File: config.mk
export PLATFORM = sky130hd
export DESIGN_NAME = muldiv_iter
export DESIGN_NICKNAME = d
export VERILOG_FILES = /design/src/rtl/cpu_pkg.sv /design/src/rtl/muldiv_step.sv /design/src/rtl/muldiv_iter.sv
export SDC_FILE = /design/constraint.sdc
export NUM_CORES = 1
export LEC_CHECK = 0
export CORE_AREA = 5 5 138 140
export DETAILED_ROUTE_END_ITERATION = 10
export DIE_AREA = 0 0 143 145
export GPL_TIMING_DRIVEN = 0
export PLACE_DENSITY = 0.82
export RECOVER_POWER = 25
export REMOVE_ABC_BUFFERS = 1
export SYNTH_ARGS = -nofsm -noshare
export SYNTH_HDL_FRONTEND = slang
export SYNTH_SLANG_ARGS = --single-unit
File: constraint.sdc
create_clock -name clk -period 8 [get_ports clk]
set_input_delay 1.2 -clock clk [delete_from_list [all_inputs] [get_ports clk]]
set_output_delay 1.2 -clock clk [all_outputs]
set_load 0.01 [all_outputs]
File: src/rtl/cpu_pkg.sv
// Shared execute-stage types: multiply/divide opcodes, FSM states and the
// result-select code of the iterative multiply/divide unit.
package cpu_pkg;

    typedef enum logic [1:0] {
        MD_MUL  = 2'b00,
        MD_MULH = 2'b01,
        MD_DIV  = 2'b10,
        MD_REM  = 2'b11
    } muldiv_op_t;

    typedef enum logic [1:0] {
        IDLE  = 2'd0,
        RUN   = 2'd1,
        FIXUP = 2'd2,
        DONE  = 2'd3
    } muldiv_state_t;

    // Input of the 8-way execute result mux driven by muldiv_iter.
    localparam logic [2:0] EX_SEL_MULDIV = 3'd5;

endpackage

File: src/rtl/muldiv_step.sv
// One combinational iteration: shift-add multiply step or restoring divide step.
// acc holds {high, low}: product/multiplier for MUL, remainder/quotient for DIV.
module muldiv_step #(
    parameter int N = 32
) (
    input  logic           is_div_i,
    input  logic [2*N-1:0] acc_i,
    input  logic [N-1:0]   b_i,
    output logic [2*N-1:0] acc_o
);

    logic [N:0]   mul_sum;
    logic [N:0]   rem_shift;
    logic         rem_ge;
    logic [N-1:0] rem_trial;

    always_comb begin
        // NOTE: every output of this block gets a default first so no path infers a latch.
        acc_o     = '0;
        mul_sum   = {1'b0, acc_i[2*N-1:N]} + (acc_i[0] ? {1'b0, b_i} : '0);
        rem_shift = {acc_i[2*N-1:N], acc_i[N-1]};
        rem_ge    = rem_shift >= {1'b0, b_i};
        // When the trial succeeds the difference is below b, so N bits hold it exactly.
        rem_trial = rem_shift[N-1:0] - b_i;
        if (is_div_i) begin
            acc_o = {(rem_ge ? rem_trial : rem_shift[N-1:0]), acc_i[N-2:0], rem_ge};
        end else begin
            acc_o = {mul_sum, acc_i[N-1:1]};
        end
    end

endmodule

File: src/rtl/muldiv_iter.sv
// Iterative multiply/divide unit, one bit per cycle, start/busy/done handshake.
// Define MULDIV_SIGNED_EN to add the sgn port and the signed FIXUP pass.
module muldiv_iter
    import cpu_pkg::*;
#(
    parameter int N = 32
) (
    input  logic         clk,
    input  logic         rst,
    input  logic         start,
    input  logic [1:0]   op,
`ifdef MULDIV_SIGNED_EN
    input  logic         sgn,
`endif
    input  logic [N-1:0] a,
    input  logic [N-1:0] b,
    output logic         busy,
    output logic         done,
    output logic [N-1:0] result,
    output logic         div_zero
);

    localparam int            CW   = $clog2(N);
    localparam logic [CW-1:0] LAST = CW'(N - 1);

    muldiv_state_t  state_q;
    muldiv_op_t     op_q;
    logic [CW-1:0]  cnt_q;
    logic [2*N-1:0] acc_q;
    logic [N-1:0]   b_q;
    logic           busy_q;
    logic           done_q;
    logic           div_zero_q;
    logic [N-1:0]   result_q;

    logic [N-1:0]   a_mag;
    logic [N-1:0]   b_mag;
    logic [2*N-1:0] step_acc;
    logic [2*N-1:0] fin_acc;
    logic           is_div;
    logic           last_iter;
    logic           finish;
    muldiv_state_t  after_run;

    function automatic logic [N-1:0] pick(input muldiv_op_t o, input logic [2*N-1:0] x);
        return (o == MD_MULH || o == MD_REM) ? x[2*N-1:N] : x[N-1:0];
    endfunction

    assign is_div    = (op_q == MD_DIV) || (op_q == MD_REM);
    assign last_iter = (state_q == RUN) && (cnt_q == LAST);

    muldiv_step #(.N(N)) u_step (
        .is_div_i (is_div),
        .acc_i    (acc_q),
        .b_i      (b_q),
        .acc_o    (step_acc)
    );

`ifdef MULDIV_SIGNED_EN
    logic           sgn_q;
    logic           qneg_q;
    logic           rneg_q;
    logic           sa;
    logic           sb;
    logic [2*N-1:0] fix_acc;

    // The core iterates on magnitudes; FIXUP restores the signs afterwards.
    assign sa    = sgn & a[N-1];
    assign sb    = sgn & b[N-1];
    assign a_mag = sa ? -a : a;
    assign b_mag = sb ? -b : b;

    always_ff @(posedge clk) begin
        if (rst) begin
            sgn_q  <= 1'b0;
            qneg_q <= 1'b0;
            rneg_q <= 1'b0;
        end else if (state_q == IDLE && start) begin
            sgn_q  <= sgn;
            qneg_q <= sa ^ sb;
            rneg_q <= sa;
        end
    end

    always_comb begin
        fix_acc = acc_q;
        if (is_div) begin
            if (qneg_q) fix_acc[N-1:0]   = -acc_q[N-1:0];
            if (rneg_q) fix_acc[2*N-1:N] = -acc_q[2*N-1:N];
        end else if (qneg_q) begin
            fix_acc = -acc_q;
        end
    end

    assign after_run = sgn_q ? FIXUP : DONE;
    assign fin_acc   = (state_q == FIXUP) ? fix_acc : step_acc;
    assign finish    = (state_q == FIXUP) || (last_iter && !sgn_q);
`else
    assign a_mag     = a;
    assign b_mag     = b;
    assign after_run = DONE;
    assign fin_acc   = step_acc;
    assign finish    = last_iter;
`endif

    always_ff @(posedge clk) begin
        if (rst) begin
            state_q    <= IDLE;
            op_q       <= MD_MUL;
            cnt_q      <= '0;
            acc_q      <= '0;
            b_q        <= '0;
            busy_q     <= 1'b0;
            done_q     <= 1'b0;
            div_zero_q <= 1'b0;
            result_q   <= '0;
        end else begin
            done_q <= 1'b0;
            case (state_q)
                IDLE: begin
                    if (start) begin
                        op_q  <= muldiv_op_t'(op);
                        cnt_q <= '0;
                        acc_q <= {{N{1'b0}}, a_mag};
                        b_q   <= b_mag;
                        if (op[1] && b == '0) begin
                            state_q    <= DONE;
                            done_q     <= 1'b1;
                            div_zero_q <= 1'b1;
                            result_q   <= op[0] ? a : '1;
                        end else begin
                            state_q <= RUN;
                            busy_q  <= 1'b1;
                        end
                    end
                end
                RUN: begin
                    acc_q <= step_acc;
                    cnt_q <= cnt_q + 1'b1;
                    if (last_iter) state_q <= after_run;
                end
`ifdef MULDIV_SIGNED_EN
                FIXUP:   state_q <= DONE;
`endif
                DONE:    state_q <= IDLE;
                default: state_q <= IDLE;
            endcase
            if (finish) begin
                busy_q     <= 1'b0;
                done_q     <= 1'b1;
                div_zero_q <= 1'b0;
                result_q   <= pick(op_q, fin_acc);
            end
        end
    end

    assign busy     = busy_q;
    assign done     = done_q;
    assign result   = result_q;
    assign div_zero = div_zero_q;

endmodule

==> metrics <==
Clk pin slew, worst setup/hold paths=0.06 ns; period utilization=0.6505; Rows=49; Hold Path Class=reg2reg; EDFF count, synth=0; main combinational cell family by area after synthesis=compound AO/OA/AOI/OAI gates; Final min period=5.204 ns; cts repair resizes=0; Final Slew Violations=60; DRT antenna net count=0; vias in the first global route=10360; busiest metal layer after global routing=met2; cell repeated most along the worst path=nand2_1; area fraction in compound gates after synthesis=0.2946; crit-path max FO=26; Post-Synth Adder-Cell Area=0.08392; cell area after synthesis=0.01032 mm²; I/O pin cnt=104; vias per inst=6.603; DR iter-0 viols=1119; core area=0.01772 mm²; WL/cell=20.36 µm; post-synthesis mux area share=0.05251; Synth Register Bits=140; TNS Setup=0 ns; P&R area growth vs syn=16.61%; critical-path cell list=clkdlybuf4s50_1 > nor4_1 > nand4_1 > nor3_1 > nand2_1 > nor2_2 > nand2_1 > o221ai_1 > a31o_2 > a31oi_1; Final Hold Fails=0; Placed Instances=1627; Post-Syn Area per Cell=7.542 µm²; clock skew=0.008143 ns; Finished Cell Area=0.01203 mm²; final RePlAce weighted congestion=0.9349; fraction of registers with async set/reset=0; worst hold margin=0.4721 ns; post-synthesis sequential area ratio=0.2716; critical path launch point type=primary input; Setup crit end kind=flip-flop; post-synthesis cell type count=71; reg2reg setup slack=3.35 ns; maximum vdd ir drop=0.1511 mV; Peak Freq=0.1922 GHz; CTS sink cnt=140; Mapped Cells=1368; Primary FF master, synth=dfxtp_1; Rel. slew slack=-0.6326; n_diodes=0; postcts setup bufs=0; max cap viols=2; buffer depth of the longest clock path=2; Die X=143 µm; PwrDens=168.8 mW/mm²; xor/xnor share of the synthesized area=0.03990; RSZ-0062 raised after global routing=no; layout cells sized above 1=0.06438; worst r2r dst=result[31]; CTS tree=built; DR pass1 iterations=6; maximum number of pins on one net before global-route repair=83; non-filler instance count after layout=1658; WHS Path Cells=2; Design Power=2031 µW; violated checks=capacitance limit, slew limit; first-pass GRT wire length=53100 µm; Initial Utilization=0.5823; status=finished, violations left; met1 usage=0.4067; antenna violations before repair=0; crit-path max cell delay=0.87 ns; Slew @ Worst Pin=2.449 ns; Hold Buf Count CTS=0; met3 Usage GRT=0.05298; met2 Resource Use GR=0.4979; clock latency on the worst-skew pair=0.44 ns; simple-gate portion of the synthesized area=0.2060; worst path required time=8.31 ns; Num CTS Buffers=17; remaining global-route overflow=0; final wirelength=33750 µm; final setup violation count=0; arrival time worst endpoint=5.51 ns; synth warn=0; critical path type=in2reg; Leakage=0.004730 µW; Die Y=145 µm; H-tree depth=4; r2r startpoint=acc_q[0]; Die ar.=0.02074 mm²; Hold Crit Start=b_q[9]; Nets=1554; Placed Area=0.01151 mm²; reg2reg path depth=14; port bufs=103; hold endpoint=b_q[9]; Residual DRC=0; GRT Overall Usage=0.3146; clock tree root buffer cell=clkbuf_16; post-DP HPWL=24500 µm; DR vias=10950; Slowest-stage cell, CP=nor2_2
[placed cells by master, fill, tap and decap left out, drive strengths merged, types with 10 or more instances in the layout]
cell / count
o211ai: 12
nor3: 29
nor2: 114
o21ai: 62
nand2: 179
xor2: 16
a31oi: 24
dfxtp: 140
o22ai: 25
mux2: 20
mux2i: 29
clkbuf: 19
o21bai: 10
nand4: 11
nand3: 29
a21o: 25
clkdlybuf4s50: 99
a21oi: 159
o21a: 17
xnor2: 31
ha: 66
a311oi: 12
and2: 37
nand2b: 13
inv: 62
a221oi: 16
o221ai: 13
a211oi: 23
and3: 12
[where the power goes]
group          switching [µW]  total [µW]  internal, µW
clock                     339         774           435
combinational             290         489           199
sequential               38.9         767           728
total                     668        2030          1360
[per-layer routing]
metal,share of wire,wire (µm)
met3,0.080,2713
met4,0.055,1872
met1,0.40,13630
met2,0.46,15540
met5,0,0
[flip-flops by register name (all words and copies together) (netlist names)]
| register | cells |
|---|---|
| acc_q | 64 |
| b_q | 32 |
| busy | 1 |
| cnt_q | 5 |
| div_zero | 1 |
| done | 1 |
| op_q | 2 |
| result | 32 |
| state_q | 2 |
[synthesized netlist by cell type, types with 16 or more instances]
master | instances | share of area
ha_1 | 66 | 0.080
a211oi_1 | 23 | 0.017
clkbuf_1 | 67 | 0.024
xor2_1 | 16 | 0.014
nor3_1 | 29 | 0.014
a31oi_1 | 24 | 0.015
nand2_1 | 179 | 0.065
o21ai_0 | 58 | 0.028
xnor2_1 | 31 | 0.026
o21a_1 | 17 | 0.012
dfxtp_1 | 140 | 0.27
nor2_1 | 114 | 0.041
nand3_1 | 29 | 0.014
mux2i_1 | 29 | 0.028
mux2_2 | 19 | 0.021
o22ai_1 | 25 | 0.015
and2_1 | 37 | 0.022
a21oi_1 | 156 | 0.076
a21o_1 | 25 | 0.018
inv_1 | 58 | 0.021
[kinds of logic (layout without fill, tap and decap cells)]
kind of cell	after synthesis	in the layout
XOR/XNOR	47	47
flip-flops	140	140
buffers and inverters	138	199
multiplexers	50	50
adder cells (fa/ha/maj)	68	68
AND/OR/NAND/NOR	463	463
AO/OA/AOI/OAI	462	462
[per-stage QoR]
step / util / setup WS (ns)
5_1_grt: 0.6790 / 2.607
3_5_place_dp: 0.6494 / 2.425
2_1_floorplan: - / 3.594
4_1_cts: 0.6807 / 2.863
6_report: 0.6790 / 2.796
3_3_place_gp: 0.6390 / 0.7103
[worst max-delay path: cells and delay by family]
family,cells,cell delay [ns]
and+or+nand+nor,6,3.30
AOI/OAI and AO/OA,3,0.59
buffers and inverters,1,0.42
[final cells by class]
type / instances / area (µm²)
Clock buffer: 18 / 439.2
Clock inverter: 13 / 116.4
Sequential cell: 140 / 2806
Tap cell: 229 / 286.5
Fill cell: 1535 / 5687
Multi-Input combinational cell: 1090 / 7000
Timing Repair Buffer: 110 / 1165
Inverter: 58 / 217.7
[worst max-delay path by stage]
stage | from | endpoint | slack (ns)
3_3_place_gp | rst | acc_q[50] | 0.71
3_5_place_dp | b[6] | result[11] | 2.43
2_1_floorplan | op_q[1] | result[31] | 3.59
4_1_cts | b[6] | result[11] | 2.86
6_report | b[6] | result[11] | 2.80
5_1_grt | b[6] | result[11] | 2.61
(Power assumes the default switching activity.)
